## config.mk

```make
export PLATFORM = sky130hd
export DESIGN_NAME = timer_dev_flat
export DESIGN_NICKNAME = d
export VERILOG_FILES = /design/src/rtl/timer_dev_if.sv /design/src/rtl/timer_dev.sv /design/src/flat_wrapper.sv
export SDC_FILE = /design/constraint.sdc
export NUM_CORES = 1
export LEC_CHECK = 0
export BUFFER_PORTS_ARGS = -buffer_cell sky130_fd_sc_hd__buf_2
export CORE_ASPECT_RATIO = 1.2
export CORE_UTILIZATION = 36
export CTS_BUF_LIST = sky130_fd_sc_hd__clkbuf_4
export DETAILED_ROUTE_END_ITERATION = 12
export PLACE_DENSITY = 0.58
export SLEW_MARGIN = 10
export SYNTH_ARGS = -nofsm -noshare
export SYNTH_HDL_FRONTEND = slang
export SYNTH_SLANG_ARGS = --single-unit
```

## constraint.sdc

```tcl
create_clock -name clk -period 2.8 [get_ports clk]
set_input_delay 0.56 -clock clk [delete_from_list [all_inputs] [get_ports clk]]
set_output_delay 0.56 -clock clk [all_outputs]
set_load 0.01 [all_outputs]
```

## src/rtl/timer_dev_if.sv

```systemverilog
// timer_dev_if
// Bus bundle between the processor-to-peripheral bridge and one timer
// instance.
//   Addr  device address from the bridge (only [3:2] matter to the timer)
//   We    write enable, asserted only when this timer is the target
//   Din   write data from the bridge
//   Dout  combinational read data of the addressed register
//   IRQ   registered interrupt request
// The master modport is the bridge side and the slave modport is the timer
// side.
interface timer_dev_if;
  logic [3:0]  Addr;
  logic        We;
  logic [31:0] Din;
  logic [31:0] Dout;
  logic        IRQ;

  modport master (output Addr, We, Din, input Dout, IRQ);
  modport slave  (input Addr, We, Din, output Dout, IRQ);
endinterface

```

## src/rtl/timer_dev.sv

```systemverilog
// timer_dev
// Programmable countdown timer on the device side of the bridge. It has three
// registers, selected by bus.Addr[3:2]:
//   00 CTRL   (rw) [0] EN, [2:1] MODE (01 = auto-reload, else one-shot),
//                  [3] IM (1 = IRQ allowed); the upper bits read as 0.
//   01 PRESET (rw) reload value
//   10 COUNT  (ro) current count
//   11 reserved, reads 0
// When the count expires the timer sets an internal pending flag. IRQ is the
// pending flag ANDed with IM, and it is registered.
// Ports:
//   clk    system clock; all state changes on the rising edge
//   reset  synchronous, active-high
//   bus    timer_dev_if.slave (Addr, We, Din, Dout, IRQ)
module timer_dev (
  input  logic        clk,
  input  logic        reset,
  timer_dev_if.slave  bus
);

  typedef enum logic [1:0] {IDLE, LOAD, CNT, INT} stateType;

  localparam logic [1:0] AddrCtrl   = 2'b00;
  localparam logic [1:0] AddrPreset = 2'b01;
  localparam logic [1:0] AddrCount  = 2'b10;

  stateType    state;
  logic [3:0]  ctrlReg;
  logic [31:0] presetReg;
  logic [31:0] countReg;
  logic        pend;
  logic        irqReg;

  logic        writeCtrl;
  logic        writePreset;
  logic        autoReload;

  // The timer decodes only a word-aligned register index. The byte-offset
  // bits are folded into this signal so that they are visibly consumed.
  logic        unusedAddrBits;
  assign unusedAddrBits = ^bus.Addr[1:0];

  assign writeCtrl   = bus.We && (bus.Addr[3:2] == AddrCtrl);
  assign writePreset = bus.We && (bus.Addr[3:2] == AddrPreset);
  assign autoReload  = (ctrlReg[2:1] == 2'b01);

  // The FSM and the register file share one sequential block. The FSM
  // updates come first and the CPU writes come last. This way a CPU write
  // beats an FSM update of the same register in the same cycle, including
  // the EN clear in INT. Every decision reads the pre-edge register values.
  always_ff @(posedge clk) begin
    if (reset) begin
      state     <= IDLE;
      ctrlReg   <= 4'd0;
      presetReg <= 32'd0;
      countReg  <= 32'd0;
      pend      <= 1'b0;
      irqReg    <= 1'b0;
    end else begin
      case (state)
        IDLE: begin
          if (ctrlReg[0]) begin
            state <= LOAD;
          end
        end
        LOAD: begin
          countReg <= presetReg;
          state    <= CNT;
        end
        CNT: begin
          if (!ctrlReg[0]) begin
            state <= IDLE;
          end else if (countReg <= 32'd1) begin
            // A count of 0 or 1 expires here, so COUNT never wraps.
            countReg <= 32'd0;
            pend     <= 1'b1;
            state    <= INT;
          end else begin
            countReg <= countReg - 32'd1;
          end
        end
        INT: begin
          if (autoReload) begin
            pend  <= 1'b0;
            state <= LOAD;
          end else begin
            // In one-shot mode pend stays set until software writes
            // CTRL or PRESET.
            ctrlReg[0] <= 1'b0;
            state      <= IDLE;
          end
        end
        default: state <= IDLE;
      endcase

      irqReg <= pend & ctrlReg[3];

      if (writeCtrl) begin
        ctrlReg <= bus.Din[3:0];
        pend    <= 1'b0;
      end
      if (writePreset) begin
        presetReg <= bus.Din;
        pend      <= 1'b0;
      end
    end
  end

  // The read mux is combinational in Addr and the current register values.
  always_comb begin
    bus.Dout = 32'd0;
    case (bus.Addr[3:2])
      AddrCtrl:   bus.Dout = {28'd0, ctrlReg};
      AddrPreset: bus.Dout = presetReg;
      AddrCount:  bus.Dout = countReg;
      default:    bus.Dout = 32'd0;
    endcase
  end

  assign bus.IRQ = irqReg;

endmodule
```

## src/flat_wrapper.sv

```systemverilog
// flat-port wrapper written by rule: the top's interface ports become plain ports
module timer_dev_flat 
  (clk, reset, bus_Addr, bus_We, bus_Din, bus_Dout, bus_IRQ);
  timer_dev_if bus_i ();
  input  logic clk;
  input  logic reset;
  input wire logic [$bits(bus_i.Addr)-1:0] bus_Addr;
  input wire logic [$bits(bus_i.We)-1:0] bus_We;
  input wire logic [$bits(bus_i.Din)-1:0] bus_Din;
  output wire logic [$bits(bus_i.Dout)-1:0] bus_Dout;
  output wire logic [$bits(bus_i.IRQ)-1:0] bus_IRQ;
  assign bus_i.Addr = bus_Addr;
  assign bus_i.We = bus_We;
  assign bus_i.Din = bus_Din;
  assign bus_Dout = bus_i.Dout;
  assign bus_IRQ = bus_i.IRQ;
  timer_dev u_core (.clk(clk), .reset(reset), .bus(bus_i));
endmodule
```

==> metrics.md <==
| Metric | Value |
|---|---|
| CP endpoint kind | register |
| Layout cell share with drive strength beyond 1 | 0.2138 |
| Post-route cell area | about 4700 um2 |
| Hold Fails Final Rpt | 0 |
| Crit Path Class | reg2reg |
| Vias in the first global route | 3889 |
| Worst R2R Path Depth | 7 |
| Cell taking the most area after synthesis | dfxtp_1 |
| Fraction of registers with async set/reset | 0 |
| Setup bufs post-CTS | 0 |
| Net count reported at finish | 630 |
| Drc violations | 0 |
| Initial drt markers | between 300 and 400 |
| CTS tree | built |
| Cts bufs inserted | 9 |
| GRT Resource Usage Total | 0.2272 |
| Clk slew on worst S/H paths | 130 ps |
| Largest net degree at the start of global routing | 62 |
| CTS max path bufs | 2 |
| Maximum vdd drop | 0.0002601 V |
| Uppermost routed layer | met4 |
| Filler Cell Count | approximately 1100 |
| Top cell type's share of synthesized area | 0.3590 |
| Die Ht | about 120 um |
| Gpl congestion | 0.8850 |
| Startpoint Class | register |
| Hold_buf cts | 0 |
| Max Cap Viol | 0 |
| Fmax | between 0.3 and 0.4 GHz |
| Power Density | 429.0 nW/um2 |
| Yosys reg bits | between 70 and 80 |
| Core ar. | 10670 um2 |
| Worst Hold End | u_core.presetReg[4] |
| Netlist cell types | 58 |
| Die width | around 100 um |
| IO Pins | just over 70 |
| Reg-to-reg slack, setup | between 200 and 250 ps |
| Required time of the critical path | about 3200 ps |
| Most common cell after layout, fill and taps aside | nand2_1 |
| Worst r2r src | u_core.countReg[0] |
| # placed instances | 707 |
| Fin Setup TNS | 0 ps |
| Clk sink count | 72 |
| Max-slew violations | 0 |
| Post-Route WL | 12.91 mm |
| Critical path fanouts, max | 5 |
| Commonest non-fill, non-tap cells in the layout | nand2_1 (105), dfxtp_1 (72), buf_2 (69) |
| Routed Antenna Nets | 0 |
| Pleak | 1.899 nW |
| Post-synth EDFFs | 0 |
| Antenna violations before repair | 1 |
| H-tree lvl count | 3 |
| Hpwl dp | 9.037 mm |
| Drt pass-1 iters | 8 |
| Mapped cell area | 4015 um2 |
| Met3 wire length | 840 um |
| Wire length on met2 | 5.797 mm |
| Full die area | 11580 um2 |
| Final Cycle Share | 0.9195 |
| Hold depth | 3 |
| Synth area leaders | dfxtp_1 (36%), nand2_1 (9.8%), a21oi_1 (6.6%) |
| WL/cell | 17.83 um |
| Clock root buffer | clkbuf_4 |
| RSZ-0062 raised after global routing | false |
| Syn avg cell area | 7.604 um2 |
| Reg-to-Reg End | u_core.countReg[22] |
| Data arrival, critical path | 2950 ps |
| Syn nets | about 570 |
| Pin slew with the least headroom to its limit | 710.2 ps |
| Setup violators final | 0 |
| Post-cts resize count | 0 |
| Top FF cell, synth | dfxtp_1 |
| Worst hold slack | 353.2 ps |
| Max Clock Skew | roughly 17 ps |
| Port bufs | 69 |
| Synth-to-layout area growth | 16.61% |
| Cells after Synth | 528 |
| Synth warn | 0 |
| Register area share after synthesis | 0.3590 |
| Initial Util | 0.3763 |
| Rows | 41 |
| Slew margin rel. | 0.5259 |
| Global route total overflow | 0 |
| Via density | 5.856 |
| Hold_sp | bus_Din[4] |
| Vias | 4240 |
| First-pass GRT wire length | 20.58 mm |
| Outcome | finished, final reports clean |
| Placed Area | 4541 um2 |
| Worst-Skew Late Latency | 430 ps |
| Type of the worst min-delay path | in2reg |
| Final cell count without fillers | just over 700 |
| Met1 wire length | 5.933 mm |
| Final Critical Period | 2575 ps |
[state kept, by name, indices dropped and copies added, names as in the netlist]
register,count
u_core.pend,1
u_core.state,2
u_core.bus.IRQ,1
u_core.ctrlReg,4
u_core.presetReg,32
u_core.countReg,32
[per-layer routing]
| layer | vias up | GRT usage |
|---|---|---|
| li1 | 2069 | - |
| met1 | 1968 | 0.3197 |
| met4 | 0 | 0.1147 |
| met5 | - | 0 |
| met2 | 172 | 0.3345 |
| met3 | 31 | 0.03504 |
[through the flow]
stage	total power [W]	utilization	worst slack (ps)
6_report	0.002009	0.4388	225.5
5_1_grt	0.002100	0.4388	98.00
4_1_cts	0.002028	0.4382	124.7
3_5_place_dp	0.001358	0.4255	164.4
3_3_place_gp	0.001355	0.4255	180.7
2_1_floorplan	0.001253	-	370.8
[critical path: stages (launching register included)]
cell and delay (ps):
dfxtp_1 370, inv_1 100, ha_1 250, or4b_1 480, or4_4 490, or4_1 520, a21bo_1 200, a21oi_1 110
[synth_stat cells (all sizes together), types with 2 or more instances]
master / instances
clkbuf: 40
nand2b: 3
a21boi: 5
a21o: 3
o21a: 2
o2111ai: 2
o211ai: 3
nand3b: 3
a22oi: 5
nand4: 4
and4: 2
nand2: 105
nor4: 12
and2: 2
buf: 6
a21bo: 2
mux2i: 10
o221ai: 6
o32ai: 3
o31ai: 2
dfxtp: 72
nor2b: 4
inv: 11
a32oi: 6
or4: 12
o22ai: 4
nor3: 9
nor4b: 2
o21ai: 16
and3: 2
a221oi: 4
nor2: 36
a211oi: 2
or3: 4
a31oi: 12
nand3: 16
ha: 2
a21oi: 53
a22o: 28
[how the worst max path moves through the flow]
stage	startpoint	to	slack, ps	cells after the start
global route	u_core.countReg[0]	u_core.countReg[22]	100	7
global placement	u_core.countReg[0]	u_core.countReg[22]	180	7
floorplan	u_core.countReg[0]	u_core.countReg[14]	370	8
CTS	u_core.countReg[0]	u_core.countReg[22]	120	7
finish	u_core.countReg[0]	u_core.countReg[22]	230	7
detailed placement	u_core.countReg[0]	u_core.countReg[22]	160	7
[cells by family after synthesis]
| group | after synthesis | share of synthesized area |
|---|---|---|
| simple gates | 221 | 0.2677 |
| compound gates | 165 | 0.2798 |
| flops | 72 | 0.3590 |
| buf+inv | 57 | 0.05952 |
| mux | 11 | 0.02774 |
| fa+ha+maj | 2 | 0.006231 |
[report_power, final]
part	total [W]	leakage (nW)	internal, W	switching, W
Combinational	0.000266	1.23	0.000107	0.000159
Clock	0.000669	0.0811	0.000299	0.000371
Sequential	0.00107	0.583	0.00105	0.0000280
[layout make-up]
type	count	area (um2)	area share
antenna	1	2.502	0.0005345
clock buffer	12	90.09	0.01924
clock inverter	4	45.04	0.009621
inverter	11	41.29	0.008819
multi-input combinational	399	2352	0.5024
sequential	72	1441	0.3079
tap	129	161.4	0.03447
timing repair buffer	96	548.0	0.1170
Power figures use the tool's default switching activity.
